### src/rtl/clk_div_sched_if.sv
// Control and status bundle for the programmable clock-enable scheduler.
// The master drives the run request and the divisor offers. The slave reports
// back the handshake, the error pulse, the divisor in force and the tick/div_clk outputs.
interface clk_div_sched_if #(
  parameter int CNT_W = 8
);
  logic             enable;
  logic             cfg_valid;
  logic [CNT_W-1:0] cfg_div;
  logic             cfg_ready;
  logic             cfg_err;
  logic [CNT_W-1:0] cur_div;
  logic             tick;
  logic             div_clk;
  logic             busy;

  modport master (
    output enable, cfg_valid, cfg_div,
    input  cfg_ready, cfg_err, cur_div, tick, div_clk, busy
  );

  modport slave (
    input  enable, cfg_valid, cfg_div,
    output cfg_ready, cfg_err, cur_div, tick, div_clk, busy
  );
endinterface

### src/rtl/clk_div_sched.sv
// Programmable clock-enable scheduler: one-cycle tick plus ~50% div_clk at clk/N.
// Latency: tick rises one cycle after enable is first sampled; all outputs but cfg_ready registered.
// Backpressure: cfg_ready drops while a divisor change waits for the period boundary.
module clk_div_sched #(
  parameter int CNT_W       = 8,
  parameter int DEFAULT_DIV = 2
) (
  input  logic              clk,
  input  logic              nrst,
  clk_div_sched_if.slave    bus
);

  localparam logic [CNT_W-1:0] RST_DIV = CNT_W'(DEFAULT_DIV);
  localparam logic [CNT_W-1:0] ONE     = CNT_W'(1);

  typedef enum logic [1:0] {
    OFF    = 2'd0,
    RUN    = 2'd1,
    SWITCH = 2'd2
  } state_t;

  state_t           state, nxt_state;
  logic [CNT_W-1:0] cnt, nxt_cnt;
  logic [CNT_W-1:0] cur_div, nxt_div;
  logic [CNT_W-1:0] pend_div, nxt_pend;
  logic [CNT_W:0]   nxt_half;
  logic             cfg_ready;
  logic             accept;
  logic             cfg_zero;
  logic             take_div;
  logic             boundary;
  logic             tick_q, div_clk_q, busy_q, cfg_err_q;

  // Offers are only refused while a change is already queued.
  assign cfg_ready = (state != SWITCH);
  assign accept    = bus.cfg_valid && cfg_ready;
  assign cfg_zero  = (bus.cfg_div == '0);
  assign take_div  = accept && !cfg_zero;
  // Last cycle of the current period; cur_div >= 1 so the subtract never wraps.
  assign boundary  = (state != OFF) && (cnt == (cur_div - ONE));

  // Next-state decode: divisor swaps and stops are confined to period boundaries.
  always_comb begin
    nxt_state = state;
    nxt_cnt   = cnt;
    nxt_div   = cur_div;
    nxt_pend  = pend_div;
    case (state)
      OFF: begin
        nxt_cnt = '0;
        if (take_div) nxt_div = bus.cfg_div;
        if (bus.enable) nxt_state = RUN;
      end
      RUN, SWITCH: begin
        nxt_cnt = boundary ? '0 : cnt + ONE;
        if (state == SWITCH && boundary) begin
          nxt_div   = pend_div;
          nxt_state = RUN;
        end
        if (state == RUN && take_div) begin
          nxt_pend  = bus.cfg_div;
          nxt_state = SWITCH;
        end
        // Stopping: no later boundary exists, so a divisor accepted on this
        // very cycle is applied directly instead of being left pending.
        if (boundary && !bus.enable) begin
          nxt_state = OFF;
          nxt_cnt   = '0;
          if (state == RUN && take_div) nxt_div = bus.cfg_div;
        end
      end
      default: begin
        nxt_state = OFF;
        nxt_cnt   = '0;
      end
    endcase
  end

  // High-phase length is ceil(N/2); one extra bit keeps N = 2^CNT_W-1 from wrapping.
  assign nxt_half = ({1'b0, nxt_div} + {{CNT_W{1'b0}}, 1'b1}) >> 1;

  // State, counter and registered outputs, all derived from the next-cycle values.
  always_ff @(posedge clk or negedge nrst) begin
    if (!nrst) begin
      state     <= OFF;
      cnt       <= '0;
      cur_div   <= RST_DIV;
      pend_div  <= '0;
      tick_q    <= 1'b0;
      div_clk_q <= 1'b0;
      busy_q    <= 1'b0;
      cfg_err_q <= 1'b0;
    end else begin
      state     <= nxt_state;
      cnt       <= nxt_cnt;
      cur_div   <= nxt_div;
      pend_div  <= nxt_pend;
      tick_q    <= (nxt_state != OFF) && (nxt_cnt == '0);
      div_clk_q <= (nxt_state != OFF) && ({1'b0, nxt_cnt} < nxt_half);
      busy_q    <= (nxt_state != OFF);
      cfg_err_q <= accept && cfg_zero;
    end
  end

  assign bus.cfg_ready = cfg_ready;
  assign bus.cfg_err   = cfg_err_q;
  assign bus.cur_div   = cur_div;
  assign bus.tick      = tick_q;
  assign bus.div_clk   = div_clk_q;
  assign bus.busy      = busy_q;

endmodule

### src/flat_wrapper.sv
// flat-port wrapper written by rule: the top's interface ports become plain ports
module clk_div_sched_flat 
#(
  parameter int CNT_W       = 8,
  parameter int DEFAULT_DIV = 2
)
  (clk, nrst, bus_enable, bus_cfg_valid, bus_cfg_div, bus_cfg_ready, bus_cfg_err, bus_cur_div, bus_tick, bus_div_clk, bus_busy);
  clk_div_sched_if #(.CNT_W(CNT_W)) bus_i ();
  input  logic clk;
  input  logic nrst;
  input wire logic [$bits(bus_i.enable)-1:0] bus_enable;
  input wire logic [$bits(bus_i.cfg_valid)-1:0] bus_cfg_valid;
  input wire logic [$bits(bus_i.cfg_div)-1:0] bus_cfg_div;
  output wire logic [$bits(bus_i.cfg_ready)-1:0] bus_cfg_ready;
  output wire logic [$bits(bus_i.cfg_err)-1:0] bus_cfg_err;
  output wire logic [$bits(bus_i.cur_div)-1:0] bus_cur_div;
  output wire logic [$bits(bus_i.tick)-1:0] bus_tick;
  output wire logic [$bits(bus_i.div_clk)-1:0] bus_div_clk;
  output wire logic [$bits(bus_i.busy)-1:0] bus_busy;
  assign bus_i.enable = bus_enable;
  assign bus_i.cfg_valid = bus_cfg_valid;
  assign bus_i.cfg_div = bus_cfg_div;
  assign bus_cfg_ready = bus_i.cfg_ready;
  assign bus_cfg_err = bus_i.cfg_err;
  assign bus_cur_div = bus_i.cur_div;
  assign bus_tick = bus_i.tick;
  assign bus_div_clk = bus_i.div_clk;
  assign bus_busy = bus_i.busy;
  clk_div_sched #(.CNT_W(CNT_W), .DEFAULT_DIV(DEFAULT_DIV)) u_core (.clk(clk), .nrst(nrst), .bus(bus_i));
endmodule
### config.mk
export PLATFORM = sky130hd
export DESIGN_NAME = clk_div_sched_flat
export DESIGN_NICKNAME = d
export VERILOG_FILES = /design/src/rtl/clk_div_sched_if.sv /design/src/rtl/clk_div_sched.sv /design/src/flat_wrapper.sv
export SDC_FILE = /design/constraint.sdc
export NUM_CORES = 1
export LEC_CHECK = 0
export CAP_MARGIN = 20
export CORE_MARGIN = 1
export CORE_UTILIZATION = 56
export DETAILED_ROUTE_END_ITERATION = 12
export PLACE_DENSITY = 0.77
export SYNTH_ARGS = -nofsm -noshare
export SYNTH_HDL_FRONTEND = slang
export SYNTH_SLANG_ARGS = --single-unit
### constraint.sdc
create_clock -name clk -period 4.85 [get_ports clk]
set_input_delay 0.485 -clock clk [delete_from_list [all_inputs] [get_ports clk]]
set_output_delay 0.485 -clock clk [all_outputs]
set_load 0.05 [all_outputs]
==> results.json, run 1 <==
{
  "rsz0062_at_grt": "no",
  "drcViolationCount": 0,
  "leakage_nw": 1.11,
  "worst_slack_ns": 0.433,
  "ctsResizeCount": 0,
  "core_um2": 3740,
  "hp-class": "flop to flop",
  "drv_cap": 0,
  "pre_cts_ws_ns": 0.374,
  "final_nets": 298,
  "register_area_um2": 752,
  "die_h_um": 65.1,
  "min_period_ns": 4.42,
  "fin_crit_sh_pct": 91.1,
  "antenna_cells": 0,
  "syn_to_final_growth_pct": 16.6,
  "die_w_um": 65.1,
  "finalWirelength_um": 5410,
  "maxSlewHeadroom_pct": 45.1,
  "grt_pass1_wl_um": 9120,
  "synth_ff_type": "dfrtp_1",
  "avgSynthCellArea_um2": 8.98,
  "postCtsSetupBuffers": 0,
  "drt_iter0_markers": 151,
  "syn_nets": 274,
  "p_per_area_nw_per_um2": 663,
  "synth.distinct_cells": 60,
  "vias_per_cell": 6.20,
  "antenna_found_initial": 0,
  "fillers": 321,
  "avgRoutedWirePerCell_um": 16.9,
  "synth_warnings": 0,
  "htreeDepth": 2,
  "finalSetupTns_ns": 0,
  "cts_made_buffers": 5,
  "synth_edf_count": 0,
  "synth_area_um2": 2230,
  "ios": 25,
  "cts_root_buffer": "clkbuf_8",
  "worstMarginPinSlew_ns": 0.817,
  "clk_latency_ns": 0.29,
  "timing.fmax_ghz": 0.226,
  "drive_above_1_share_pct": 10.6,
  "grt_pass1_vias": 1847,
  "multi_input_area_um2": 1380,
  "grt_overflow": 0,
  "yosysSeqAreaShare_pct": 33.8,
  "setup_viol": 0,
  "end_kind": "flop",
  "via_count": 1989,
  "synth_seq_cells": 30,
  "initial_utilization_pct": 59.5,
  "r2r_slack_ns": 0.43,
  "track_usage_pct": 28.8,
  "ir_drop_uv": 550,
  "status": "finished, final reports clean",
  "cts_tree": "yes",
  "critPathArrivalTime_ns": 4.62,
  "grt_max_degree": 31,
  "skew_ns": 0.00613,
  "first_pass_iters": 4,
  "cp.required_ns": 5.05,
  "startpoint_type": "flop",
  "die_area_um2": 4230,
  "dpl.hpwl_um": 3970,
  "io_buffers": 24,
  "cts-hold-fix-buffers": 0,
  "rows": 22,
  "gp_congestion": 0.839,
  "finalHoldViolations": 0,
  "drtAntennaViolNets": 0,
  "syn_inst": 248,
  "setup.worst_path.class": "flop to flop",
  "slew_viol_final": 0,
  "clk_pin_slew_ns": 0.07,
  "critPathMaxFanout": 8,
  "cts_num_sinks": 30,
  "synthArstFlopShare_pct": 100,
  "clock_path_buffers": 2
}
## cell families after synthesis
group                    share of synthesized area, %
XOR/XNOR                                         9.04
flip-flops                                       33.8
AO/OA/AOI/OAI                                    18.6
adder cells (fa/ha/maj)                          7.87
multiplexers                                     4.05
AND/OR/NAND/NOR                                  22.3
buffers and inverters                            4.38
## worst max-delay path, stage by stage (launching register included)
cell     delay [ns]
dfrtp_1        0.48
inv_1          0.09
ha_1           0.22
nor3b_4        0.27
nand3_1        0.11
a211o_1        0.37
or4_1          0.71
nor3_1         0.25
a21oi_1        0.09
nand2_1        0.11
ha_1           0.22
nand3_1        0.12
or3b_1         0.37
ha_1           0.29
and4_1         0.22
a21oi_1        0.14
nand2_1        0.07
nor3_1         0.18
## report_power, final
part | switching [mW] | internal [mW]
Combinational | 0.636 | 0.414
Clock | 0.0975 | 0.114
Sequential | 0.112 | 0.346
Total | 0.846 | 0.874
## sequential cells by signal, indices dropped and copies added, names as in the netlist
signal and count:
u_core.cnt 8, u_core.pend_div 8, u_core.bus.cfg_err 1, u_core.bus.div_clk 1, u_core.bus.busy 1, u_core.bus.cur_div 8, u_core.bus.tick 1, u_core.state 2
## cells in the mapped netlist, types with 7 or more instances
master   number  area (um^2)
dfrtp_1      29          726
nand2_1      19         71.3
a21oi_1      17         85.1
ha_1         14          175
inv_1        13         48.8
nor2_1       13         48.8
xor2_1       13          114
nand3_1      12         60.1
xnor2_1      10         87.6
o21ai_0       9         45.0
mux2_2        8         90.1
nor3_1        8         40.0
o22ai_1       7         43.8
## path summary, 6_finish.rpt
check,cells past startpoint,to,from
max in group asynchronous,2,u_core.bus.cur_div[1],nrst
max,17,u_core.bus.div_clk,u_core.bus.cur_div[0]
min,1,u_core.pend_div[1],u_core.pend_div[1]
max reg2reg,17,u_core.bus.div_clk,u_core.bus.cur_div[0]
min in group asynchronous,2,u_core.cnt[0],nrst
min reg2reg,1,u_core.pend_div[1],u_core.pend_div[1]
## per-layer routing
| layer | vias to the layer above | wire [um] | GRT usage [%] |
|---|---|---|---|
| li1 | 953 | - | - |
| met1 | 965 | 2580 | 41.3 |
| met5 | - | 0 | 0 |
| met2 | 63 | 2480 | 42.7 |
| met3 | 8 | 274 | 4.93 |
| met4 | 0 | 75 | 11.4 |
## area by class of cell
cell class	instances	area share, %
inverters	14	2.02
clock buffers	7	3.33
well taps	48	2.31
repair buffers	27	10.1
multi-input cells	194	53.1
clock inverters	1	0.193
flip-flops and latches	30	29.0
## per-stage QoR
| step | utilization, % | hold WS (ns) | cells | power [mW] | cell area (um^2) |
|---|---|---|---|---|---|
| floorplan | - | 0.189 | 248 | 1.21 | 2230 |
| global placement | 66.9 | 0.491 | 313 | 1.47 | 2500 |
| detailed placement | 66.9 | 0.495 | 313 | 1.49 | 2500 |
| CTS | 69.4 | 0.512 | 321 | 1.72 | 2600 |
| global route | 69.4 | 0.531 | 321 | 1.85 | 2600 |
| finish | 69.4 | 0.515 | 321 | 1.72 | 2600 |
## placed cells by master, fill, tap and decap left out, drive strengths merged, types with 3 or more instances in the layout
master and n:
clkdlybuf4s50 24, a22oi 3, or4 3, nor3b 3, nand4 3, nor3 8
o22ai 7, mux2 8, and2 4, dfrtp 29, clkbuf 7, ha 14
buf 3, xnor2 10, a21oi 17, nor4 3, nand2b 5, nand3 12
o21ai 11, nor2b 3, inv 14, xor2 13, nor2 13, and3 3
nand2 19
Power figures use the tool's default switching activity.
==> run 2, diff against run 1 <==
--- a/config.mk
+++ b/config.mk
@@ -7,9 +7,9 @@
 export LEC_CHECK = 0
 export CAP_MARGIN = 20
 export CORE_MARGIN = 1
-export CORE_UTILIZATION = 56
+export CORE_UTILIZATION = 49
 export DETAILED_ROUTE_END_ITERATION = 12
-export PLACE_DENSITY = 0.77
+export PLACE_DENSITY = 0.69
 export SYNTH_ARGS = -nofsm -noshare
 export SYNTH_HDL_FRONTEND = slang
 export SYNTH_SLANG_ARGS = --single-unit
==> run 2 against run 1 <==
Compared with the run above:
- wire length is 0.83% lower
- non-clock buffer count is 1 higher
- via count is 3.0% lower
- first-iteration DRC count is 29% lower
- core utilization is 9.4 points lower
- critical path depth stayed put
- power hardly changed
- critical endpoint unchanged
- largest cell class unchanged
- largest power group unchanged
==> results.json, run 2 (synthesized netlist as in run 1, its figures left out) <==
{
  "worst_slack_ns": 0.551,
  "cts_num_sinks": 30,
  "switching_share_pct": 49.3,
  "drcViolationCount": 0,
  "maxSlewHeadroom_pct": 57.4,
  "core_um2": 4350,
  "leakage_nw": 1.11,
  "switching_power_mw": 0.847,
  "finalSetupTns_ns": 0,
  "drt_iter0_markers": 107,
  "die_area_um2": 4820,
  "grt_pass1_wl_um": 9170,
  "worstMarginPinSlew_ns": 0.637,
  "critPathSlowestCell": "or4_1",
  "finalWirelength_um": 5370,
  "reg_top3": "u_core.bus.cur_div (8), u_core.cnt (8), u_core.pend_div (8)",
  "track_usage_pct": 24.1,
  "grt_max_degree": 31,
  "finalHoldViolations": 0,
  "crit_buf_inv": 1,
  "critPathMaxFanout": 8,
  "cts-hold-fix-buffers": 0,
  "initial_utilization_pct": 51.1,
  "startpoint_type": "flop",
  "gp_congestion": 0.859,
  "path_delay_family": "simple AND/OR/NAND/NOR gates",
  "cts_root_buffer": "clkbuf_8",
  "rows": 24,
  "syn_to_final_growth_pct": 17.3,
  "drv_cap": 0,
  "final_nets": 299,
  "p_int_mw": 0.873,
  "grt_overflow": 0,
  "postCtsSetupBuffers": 0,
  "min_period_ns": 4.30,
  "antenna_found_initial": 0,
  "avgRoutedWirePerCell_um": 16.5,
  "clock_path_buffers": 2,
  "grt_pass1_vias": 1922,
  "end_kind": "flop",
  "cts_made_buffers": 5,
  "drtAntennaViolNets": 0,
  "timing.fmax_ghz": 0.233,
  "worstPathCellList": "inv_1, ha_1, nor3b_4, nand3_1, a211o_1, or4_1, nor3_1, a21oi_1, nand2_1, ha_1, nand3_1, or3b_1, ha_1, and4_1, a21oi_1, nand2_1, nor3_1",
  "ios": 25,
  "layout_common_cells": "dfrtp_1, clkdlybuf4s50_1, nand2_1, a21oi_1, ha_1",
  "status": "finished, final reports clean",
  "first_pass_iters": 4,
  "vias_per_cell": 5.92,
  "antenna_cells": 0,
  "p_per_area_nw_per_um2": 658,
  "dpl.cell_count": 318,
  "die_w_um": 69.4,
  "cp.required_ns": 5.05,
  "cts_tree": "yes",
  "path_common_cell": "ha_1",
  "dpl.hpwl_um": 4030,
  "fin_crit_sh_pct": 88.6,
  "pre_cts_ws_ns": 0.482,
  "critPathArrivalTime_ns": 4.50,
  "io_buffers": 24,
  "drive_above_1_share_pct": 11.3,
  "setup.worst_path.class": "flop to flop",
  "slew_viol_final": 0,
  "slowest_delay_ns": 0.68,
  "finalPower_mw": 1.72,
  "rsz0062_at_grt": "no",
  "ctsResizeCount": 0,
  "via_count": 1930,
  "ir_drop_uv": 366,
  "htreeDepth": 2,
  "clk_latency_ns": 0.28,
  "skew_ns": 0.00423,
  "hp-class": "flop to flop",
  "layout_commonest_cell": "dfrtp_1",
  "combPwrFrac_pct": 60.8,
  "clk_pin_slew_ns": 0.07,
  "final_cell_count_no_fill": 326,
  "p_clk_share_pct": 12.7,
  "die_h_um": 69.4,
  "seqPwrFrac_pct": 26.5,
  "setup_viol": 0
}
-- run 2: changes by cell type in the layout (fill, tap and decap cells not counted) --
cell	change
buf_4	+1
clkbuf_1	-1
clkinvlp_4	+1
-- run 2: through the flow --
stage | util, % | hold WS, ns | area [um^2]
3_3_place_gp | 57.8 | 0.493 | 2520
6_report | 60.0 | 0.511 | 2610
2_1_floorplan | - | 0.189 | 2230
5_1_grt | 60.0 | 0.529 | 2610
4_1_cts | 60.0 | 0.513 | 2610
3_5_place_dp | 57.8 | 0.503 | 2520
-- run 2: path summary, 6_finish.rpt --
path                                             from                     to  slack (ns)  depth (start not counted)
worst max-delay path            u_core.bus.cur_div[0]     u_core.bus.div_clk        0.55                         17
worst min-delay path               u_core.pend_div[4]     u_core.pend_div[4]        0.51                          1
worst max register to register  u_core.bus.cur_div[0]     u_core.bus.div_clk        0.55                         17
worst min register to register     u_core.pend_div[4]     u_core.pend_div[4]        0.51                          1
max in group asynchronous                        nrst  u_core.bus.cur_div[1]        3.93                          2
min in group asynchronous                        nrst        u_core.bus.tick        0.60                          2
-- run 2: worst reg2reg max path, cell delays in order (launching register included) --
cell and delay [ns]:
dfrtp_1 0.47, inv_1 0.09, ha_1 0.22, nor3b_4 0.27, nand3_1 0.11, a211o_1 0.37, or4_1 0.68, nor3_1 0.25
a21oi_1 0.09, nand2_1 0.12, ha_1 0.21, nand3_1 0.11, or3b_1 0.36, ha_1 0.28, and4_1 0.21, a21oi_1 0.14
nand2_1 0.06, nor3_1 0.16
-- run 2: cell type report --
| cell class | instances | area, um^2 |
|---|---|---|
| fillers | 390 | 1740 |
| multi-input cells | 194 | 1380 |
| flip-flops and latches | 30 | 752 |
| repair buffers | 28 | 270 |
| clock buffers | 6 | 82.6 |
| well taps | 52 | 65.1 |
| inverters | 14 | 52.6 |
| clock inverters | 2 | 12.5 |
-- run 2: metal layers --
layer / track usage, % / share of wire [%] / up-vias
li1: - / - / 950
met3: 3.92 / 4.2 / 8
met2: 37.6 / 45 / 53
met5: 0 / 0 / -
met4: 9.30 / 1.6 / 0
met1: 33.5 / 49 / 919
-- run 2: power by group through the flow --
stage / registers [mW] / clock network, mW / logic [mW]
after detailed placement: 0.462 / 0 / 1.03
after floorplan: 0.553 / 0 / 0.660
after global placement: 0.461 / 0 / 1.01
after global routing: 0.472 / 0.231 / 1.14
final: 0.457 / 0.218 / 1.05
after CTS: 0.457 / 0.222 / 1.03
